[src/rtl/ifft_8_stream.sv]
// Streaming 8-point inverse DFT: collects X[0..7], runs three radix-2 DIT stages
// (one per cycle) and emits x[0..7] with a valid/ready handshake.
module ifft_8_stream #(
   parameter int N = 4
) (
   input  logic                clk,
   input  logic                rst,
   input  logic                in_valid,
   output logic                in_ready,
   input  logic [(2**N)-1:0]   in_r,
   input  logic [(2**N)-1:0]   in_i,
   output logic                out_valid,
   input  logic                out_ready,
   output logic [(2**N)-1:0]   out_r,
   output logic [(2**N)-1:0]   out_i,
   output logic [2:0]          out_idx
);

   localparam int W  = 2**N;
   localparam int DW = W + 3;
   localparam logic [2:0] BR [8] = '{3'd0, 3'd4, 3'd2, 3'd6, 3'd1, 3'd5, 3'd3, 3'd7};

   typedef enum logic [1:0] {COLLECT, COMPUTE, EMIT} state_t;

   state_t                state_reg, state_next;
   logic [2:0]            in_cnt_reg;
   logic [1:0]            stage_cnt_reg;
   logic                  out_valid_reg;
   logic [2:0]            out_idx_reg;
   logic signed [W-1:0]   sample_r_reg [8];
   logic signed [W-1:0]   sample_i_reg [8];
   logic signed [DW-1:0]  st_r_reg [8];
   logic signed [DW-1:0]  st_i_reg [8];
   logic signed [DW-1:0]  st_r_next [8];
   logic signed [DW-1:0]  st_i_next [8];
   logic signed [DW-1:0]  tw_r [4];
   logic signed [DW-1:0]  tw_i [4];
   logic signed [DW-1:0]  sel_r, sel_i;
   logic                  in_fire, out_fire;

   function automatic logic signed [DW-1:0] sx(input logic signed [W-1:0] v);
      return {{3{v[W-1]}}, v};
   endfunction

   function automatic logic signed [DW:0] ext1(input logic signed [DW-1:0] v);
      return {v[DW-1], v};
   endfunction

   // sqrt(2)/2 approximated as 181/256, floor rounding
   function automatic logic signed [DW-1:0] mul181(input logic signed [DW:0] v);
      logic signed [DW+10:0] p;
      p = v * 11'sd181;
      return p[DW+7:8];
   endfunction

   assign in_ready = (state_reg == COLLECT);
   assign in_fire  = in_valid & in_ready;
   assign out_fire = out_valid_reg & out_ready;

   always_comb begin
      state_next = state_reg;
      case (state_reg)
         COLLECT: if (in_fire && in_cnt_reg == 3'd7) state_next = COMPUTE;
         COMPUTE: if (stage_cnt_reg == 2'd2) state_next = EMIT;
         EMIT:    if (out_fire && out_idx_reg == 3'd7) state_next = COLLECT;
         default: state_next = COLLECT;
      endcase
   end

   always_ff @(posedge clk or posedge rst) begin
      if (rst) state_reg <= COLLECT;
      else     state_reg <= state_next;
   end

   generate
      for (genvar gi = 0; gi < 8; gi++) begin : g_sample
         always_ff @(posedge clk or posedge rst) begin
            if (rst) begin
               sample_r_reg[gi] <= '0;
               sample_i_reg[gi] <= '0;
            end else if (in_fire && in_cnt_reg == 3'(gi)) begin
               sample_r_reg[gi] <= in_r;
               sample_i_reg[gi] <= in_i;
            end
         end
      end
   endgenerate

   // Conjugate (inverse) twiddles applied to the upper half in the last stage
   always_comb begin
      tw_r[0] = st_r_reg[4];
      tw_i[0] = st_i_reg[4];
      tw_r[1] = mul181(ext1(st_r_reg[5]) - ext1(st_i_reg[5]));
      tw_i[1] = mul181(ext1(st_r_reg[5]) + ext1(st_i_reg[5]));
      tw_r[2] = -st_i_reg[6];
      tw_i[2] = st_r_reg[6];
      tw_r[3] = mul181(-(ext1(st_r_reg[7]) + ext1(st_i_reg[7])));
      tw_i[3] = mul181(ext1(st_r_reg[7]) - ext1(st_i_reg[7]));
   end

   always_comb begin
      for (int i = 0; i < 8; i++) begin
         st_r_next[i] = st_r_reg[i];
         st_i_next[i] = st_i_reg[i];
      end
      case (stage_cnt_reg)
         2'd0: begin
            // bit-reversed fetch lets the final stage land in natural order
            for (int m = 0; m < 4; m++) begin
               st_r_next[2*m]   = sx(sample_r_reg[BR[2*m]]) + sx(sample_r_reg[BR[2*m+1]]);
               st_i_next[2*m]   = sx(sample_i_reg[BR[2*m]]) + sx(sample_i_reg[BR[2*m+1]]);
               st_r_next[2*m+1] = sx(sample_r_reg[BR[2*m]]) - sx(sample_r_reg[BR[2*m+1]]);
               st_i_next[2*m+1] = sx(sample_i_reg[BR[2*m]]) - sx(sample_i_reg[BR[2*m+1]]);
            end
         end
         2'd1: begin
            for (int q = 0; q < 2; q++) begin
               st_r_next[4*q]   = st_r_reg[4*q] + st_r_reg[4*q+2];
               st_i_next[4*q]   = st_i_reg[4*q] + st_i_reg[4*q+2];
               st_r_next[4*q+2] = st_r_reg[4*q] - st_r_reg[4*q+2];
               st_i_next[4*q+2] = st_i_reg[4*q] - st_i_reg[4*q+2];
               st_r_next[4*q+1] = st_r_reg[4*q+1] - st_i_reg[4*q+3];
               st_i_next[4*q+1] = st_i_reg[4*q+1] + st_r_reg[4*q+3];
               st_r_next[4*q+3] = st_r_reg[4*q+1] + st_i_reg[4*q+3];
               st_i_next[4*q+3] = st_i_reg[4*q+1] - st_r_reg[4*q+3];
            end
         end
         2'd2: begin
            for (int j = 0; j < 4; j++) begin
               st_r_next[j]   = st_r_reg[j] + tw_r[j];
               st_i_next[j]   = st_i_reg[j] + tw_i[j];
               st_r_next[j+4] = st_r_reg[j] - tw_r[j];
               st_i_next[j+4] = st_i_reg[j] - tw_i[j];
            end
         end
         default: ;
      endcase
   end

   always_ff @(posedge clk or posedge rst) begin
      if (rst) begin
         in_cnt_reg    <= '0;
         stage_cnt_reg <= '0;
         out_valid_reg <= 1'b0;
         out_idx_reg   <= '0;
         for (int i = 0; i < 8; i++) begin
            st_r_reg[i] <= '0;
            st_i_reg[i] <= '0;
         end
      end else begin
         if (in_fire) in_cnt_reg <= in_cnt_reg + 3'd1;
         if (state_reg == COMPUTE) begin
            stage_cnt_reg <= (stage_cnt_reg == 2'd2) ? 2'd0 : stage_cnt_reg + 2'd1;
            for (int i = 0; i < 8; i++) begin
               st_r_reg[i] <= st_r_next[i];
               st_i_reg[i] <= st_i_next[i];
            end
         end
         // first EMIT cycle only raises valid, giving the extra output register stage
         if (state_reg == EMIT) begin
            if (!out_valid_reg) begin
               out_valid_reg <= 1'b1;
            end else if (out_ready) begin
               if (out_idx_reg == 3'd7) begin
                  out_valid_reg <= 1'b0;
                  out_idx_reg   <= '0;
               end else begin
                  out_idx_reg <= out_idx_reg + 3'd1;
               end
            end
         end
      end
   end

   assign sel_r     = st_r_reg[out_idx_reg];
   assign sel_i     = st_i_reg[out_idx_reg];
   assign out_valid = out_valid_reg;
   assign out_idx   = out_idx_reg;
   assign out_r     = out_valid_reg ? sel_r[DW-1:3] : '0;
   assign out_i     = out_valid_reg ? sel_i[DW-1:3] : '0;

endmodule

[config.mk]
export PLATFORM = sky130hd
export DESIGN_NAME = ifft_8_stream
export DESIGN_NICKNAME = d
export VERILOG_FILES = /design/src/rtl/ifft_8_stream.sv
export SDC_FILE = /design/constraint.sdc
export NUM_CORES = 2
export LEC_CHECK = 0
export ABC_AREA = 1
export BUFFER_PORTS_ARGS = -buffer_cell sky130_fd_sc_hd__buf_2
export CORE_MARGIN = 2
export CORE_UTILIZATION = 35
export CTS_CLUSTER_SIZE = 10
export DETAILED_ROUTE_END_ITERATION = 10
export GPL_TIMING_DRIVEN = 1
export HOLD_SLACK_MARGIN = 0.06
export PLACE_DENSITY_LB_ADDON = 0.05
export SYNTH_ARGS = -nofsm -noshare
export SYNTH_HDL_FRONTEND = slang
export SYNTH_SLANG_ARGS = --single-unit
[constraint.sdc]
create_clock -name clk -period 31.5 [get_ports clk]
set_input_delay 6.3 -clock clk [delete_from_list [all_inputs] [get_ports clk]]
set_output_delay 6.3 -clock clk [all_outputs]
set_load 0.03 [all_outputs]
==> impl_metrics.xml <==
<?xml version="1.0" encoding="UTF-8"?>
<metrics>
  <group name="layout">
    <metric name="ff_latch_area" unit="um2">14300</metric>
    <metric name="post_route_cells_drive_above_1_share" unit="%">3.94</metric>
    <metric name="num-nets-final" unit="">14395</metric>
    <metric name="design_area" unit="um2">92500</metric>
    <metric name="area_growth_syn_to_layout" unit="%">7.70</metric>
    <metric name="final_core_utilization" unit="%">38.0</metric>
    <metric name="multiInputGateArea" unit="um2">62300</metric>
    <metric name="layout_common_cells" unit="">sky130_fd_sc_hd__nand2_1 (2631), sky130_fd_sc_hd__inv_1 (1999), sky130_fd_sc_hd__o21ai_0 (1449)</metric>
    <metric name="fill_cells" unit="">26570</metric>
    <metric name="most_common_cell_after_layout_fill_and_taps_aside" unit="">sky130_fd_sc_hd__nand2_1</metric>
  </group>
  <group name="cts">
    <metric name="numCtsBuffers" unit="">81</metric>
    <metric name="post-cts-setup-buffers" unit="">0</metric>
    <metric name="cts.reportedPaths.clkPinSlew" unit="ns">0.06</metric>
    <metric name="cts_root_buffer" unit="">sky130_fd_sc_hd__clkbuf_16</metric>
    <metric name="cts-root-to-sink-buffers" unit="">3</metric>
    <metric name="clock_sinks" unit="">571</metric>
    <metric name="h-tree-depth" unit="">3</metric>
    <metric name="clock_insertion_delay_worst_skew" unit="ns">0.77</metric>
    <metric name="clock_tree_from_tritoncts" unit="">built</metric>
    <metric name="post_cts.resized_instances" unit="">0</metric>
    <metric name="cts.hold.buffers_added" unit="">0</metric>
  </group>
  <group name="logic_synthesis">
    <metric name="synth_sequential_area_ratio" unit="%">16.6</metric>
    <metric name="synthesis.instances" unit="">13064</metric>
    <metric name="synth_area" unit="um2">85800</metric>
    <metric name="synth_cell_types" unit="">77</metric>
    <metric name="syn_avg_cell_area" unit="um2">6.57</metric>
    <metric name="async_reset_ff_share" unit="%">100</metric>
    <metric name="synth_edf_count" unit="">0</metric>
    <metric name="yosys_most_used_dff" unit="">sky130_fd_sc_hd__dfrtp_1</metric>
    <metric name="synth_area_leader_cell" unit="">sky130_fd_sc_hd__ha_1</metric>
    <metric name="ys.warnings.count" unit="">0</metric>
    <metric name="syn_nets" unit="">14539</metric>
    <metric name="yosys.area.top_type_share" unit="%">17.2</metric>
    <metric name="ys_top_cells_by_area" unit="">sky130_fd_sc_hd__ha_1 (17%), sky130_fd_sc_hd__dfrtp_1 (17%), sky130_fd_sc_hd__nand2_1 (12%)</metric>
    <metric name="postSynthRegisterBits" unit="">571</metric>
  </group>
  <group name="routing">
    <metric name="route.antenna.remaining_nets" unit="">0</metric>
    <metric name="drc_errors" unit="">0</metric>
    <metric name="first_pass_iters" unit="">8</metric>
    <metric name="wl" unit="mm">452</metric>
    <metric name="vias_per_cell" unit="">5.67</metric>
    <metric name="vias" unit="">91823</metric>
    <metric name="detail_route.iter0.violations" unit="">10169</metric>
    <metric name="route.detailed.wl_per_inst" unit="um">27.9</metric>
  </group>
  <group name="worst_setup_path">
    <metric name="crit_fanout" unit="">75</metric>
    <metric name="reg2reg_slack" unit="ns">21.76</metric>
    <metric name="worst_setup_path_endpoint" unit="">out_i[1]</metric>
    <metric name="cp.arrival" unit="ns">3.96</metric>
    <metric name="critical_path.endpoint_type" unit="">output port</metric>
    <metric name="r2r_cells" unit="">42</metric>
    <metric name="worst-setup-path-type" unit="">flop to output port</metric>
    <metric name="worst_r2r_src" unit="">st_i_reg[6]</metric>
    <metric name="setup.worst_path.start_class" unit="">flop</metric>
    <metric name="regToRegEndpoint" unit="">st_i_reg[94]</metric>
    <metric name="critical_path_required" unit="ns">25.20</metric>
    <metric name="cp-startpoint" unit="">out_idx[0]</metric>
  </group>
  <group name="floorplan">
    <metric name="placementRows" unit="">181</metric>
    <metric name="top_level_ports" unit="">73</metric>
    <metric name="die-height" unit="um">499</metric>
    <metric name="die_x" unit="um">499</metric>
    <metric name="floorplan.core_area" unit="um2">243000</metric>
    <metric name="die_area" unit="um2">249000</metric>
    <metric name="floorplan.initialDensity" unit="%">35.3</metric>
  </group>
  <group name="placed_design">
    <metric name="port-buffer-count" unit="">72</metric>
    <metric name="placement.cell_area" unit="um2">89600</metric>
    <metric name="dp_hpwl" unit="mm">379</metric>
    <metric name="routabilityCongestion" unit="">1.04</metric>
  </group>
  <group name="global_routing">
    <metric name="grt_pass1_vias" unit="">86965</metric>
    <metric name="grt_first_pass_wirelength" unit="mm">639</metric>
    <metric name="overall_routing_resource_usage" unit="%">35.3</metric>
    <metric name="total_global_routing_overflow" unit="">0</metric>
    <metric name="largest_net_degree_at_the_start_of_global_routing" unit="">126</metric>
    <metric name="antenna_found_initial" unit="">39</metric>
  </group>
  <group name="sta">
    <metric name="finClkSkew" unit="ns">0.0583</metric>
    <metric name="timing.final.hold_violations" unit="">0</metric>
    <metric name="worst_pin_slew" unit="ns">1.46</metric>
    <metric name="finalSetupViolCount" unit="">0</metric>
    <metric name="setup_total_negative_slack" unit="ns">0</metric>
    <metric name="period_minus_slack" unit="ns">10.26</metric>
    <metric name="period_share" unit="%">32.6</metric>
    <metric name="rsz0062_at_grt" unit="">false</metric>
    <metric name="slew_violations" unit="">0</metric>
    <metric name="fmax" unit="MHz">97.5</metric>
    <metric name="slew-limit-headroom" unit="%">2.00</metric>
    <metric name="hold-worst-slack" unit="ns">0.515</metric>
  </group>
  <group name="worst_hold_path">
    <metric name="min_path_type" unit="">flop to flop</metric>
  </group>
  <group name="job">
    <metric name="max_capacitance_violation_count" unit="">0</metric>
  </group>
  <group name="outcome">
    <metric name="outcome" unit="">finished clean</metric>
  </group>
</metrics>
metal layers:
layer	up-vias	routed length, um	track usage (%)
li1	43070	-	-
met1	44475	203000	49.4
met2	3738	193000	54.2
met3	534	31500	4.27
met4	6	23400	15.3
met5	-	41	0
worst max-delay path, stage by stage, from the launching register on:
cell and delay (ns):
sky130_fd_sc_hd__dfrtp_4 0.74, sky130_fd_sc_hd__inv_4 0.60, sky130_fd_sc_hd__buf_4 0.62, sky130_fd_sc_hd__o21ai_0 0.19, sky130_fd_sc_hd__nand3_1 0.10, sky130_fd_sc_hd__nand2_1 0.14, sky130_fd_sc_hd__a31oi_1 0.52, sky130_fd_sc_hd__buf_2 0.30
cell usage after synthesis, types with 51 or more instances:
master	count
sky130_fd_sc_hd__o21a_1	51
sky130_fd_sc_hd__dfrtp_1	571
sky130_fd_sc_hd__o21ai_0	1459
sky130_fd_sc_hd__o21bai_1	89
sky130_fd_sc_hd__nor2_1	873
sky130_fd_sc_hd__nand3_1	730
sky130_fd_sc_hd__xor2_1	224
sky130_fd_sc_hd__or2_2	59
sky130_fd_sc_hd__clkbuf_1	278
sky130_fd_sc_hd__buf_2	87
sky130_fd_sc_hd__nor3_1	140
sky130_fd_sc_hd__a21boi_0	85
sky130_fd_sc_hd__a21o_1	117
sky130_fd_sc_hd__inv_1	2001
sky130_fd_sc_hd__a31oi_1	98
sky130_fd_sc_hd__nand2_1	2633
sky130_fd_sc_hd__ha_1	1179
sky130_fd_sc_hd__a21oi_1	1406
sky130_fd_sc_hd__fa_1	260
sky130_fd_sc_hd__nand4_1	130
worst min path at each step:
stage / from / to / slack (ns) / cells past startpoint
3_3_place_gp: st_i_reg[34] / st_i_reg[34] / 0.49 / 2
2_1_floorplan: st_i_reg[34] / st_i_reg[34] / 0.48 / 2
6_report: sample_r_reg[76] / sample_r_reg[76] / 0.52 / 2
5_1_grt: st_i_reg[34] / st_i_reg[34] / 0.54 / 2
3_5_place_dp: st_i_reg[34] / st_i_reg[34] / 0.51 / 2
4_1_cts: st_i_reg[34] / st_i_reg[34] / 0.52 / 2
logic make-up (layout without fill, tap and decap cells):
| kind of cell | after synthesis | count (layout) | share of synthesized area (%) |
|---|---|---|---|
| AO/OA/AOI/OAI | 3650 | 3650 | 23.5 |
| XOR/XNOR | 282 | 282 | 3.05 |
| adder cells (fa/ha/maj) | 1439 | 1439 | 23.2 |
| buffers and inverters | 2452 | 2362 | 10.9 |
| flip-flops | 571 | 571 | 16.6 |
| multiplexers | 2 | 2 | 0.0233 |
| other | 0 | 6 | 0 |
| AND/OR/NAND/NOR | 4668 | 4668 | 22.6 |
metrics by stage:
step	std cells	worst slack (ns)
final	16182	21.24
after global routing	16179	21.04
after CTS	16176	21.25
after detailed placement	16039	21.89
after global placement	16039	21.92
after floorplan	13064	9.23
area by class of cell:
type	count	share of cell area (%)
sequential	571	15.5
multi-input combinational	10041	67.4
tap	3202	4.33
clock inverter	30	0.579
inverter	2019	8.24
timing repair buffer	206	1.52
antenna	6	0.0162
clock buffer	107	2.47
Power is left out: the tool's default activity adds up to more than one toggle a clock period on the data nets, which glitch-free logic cannot reach.
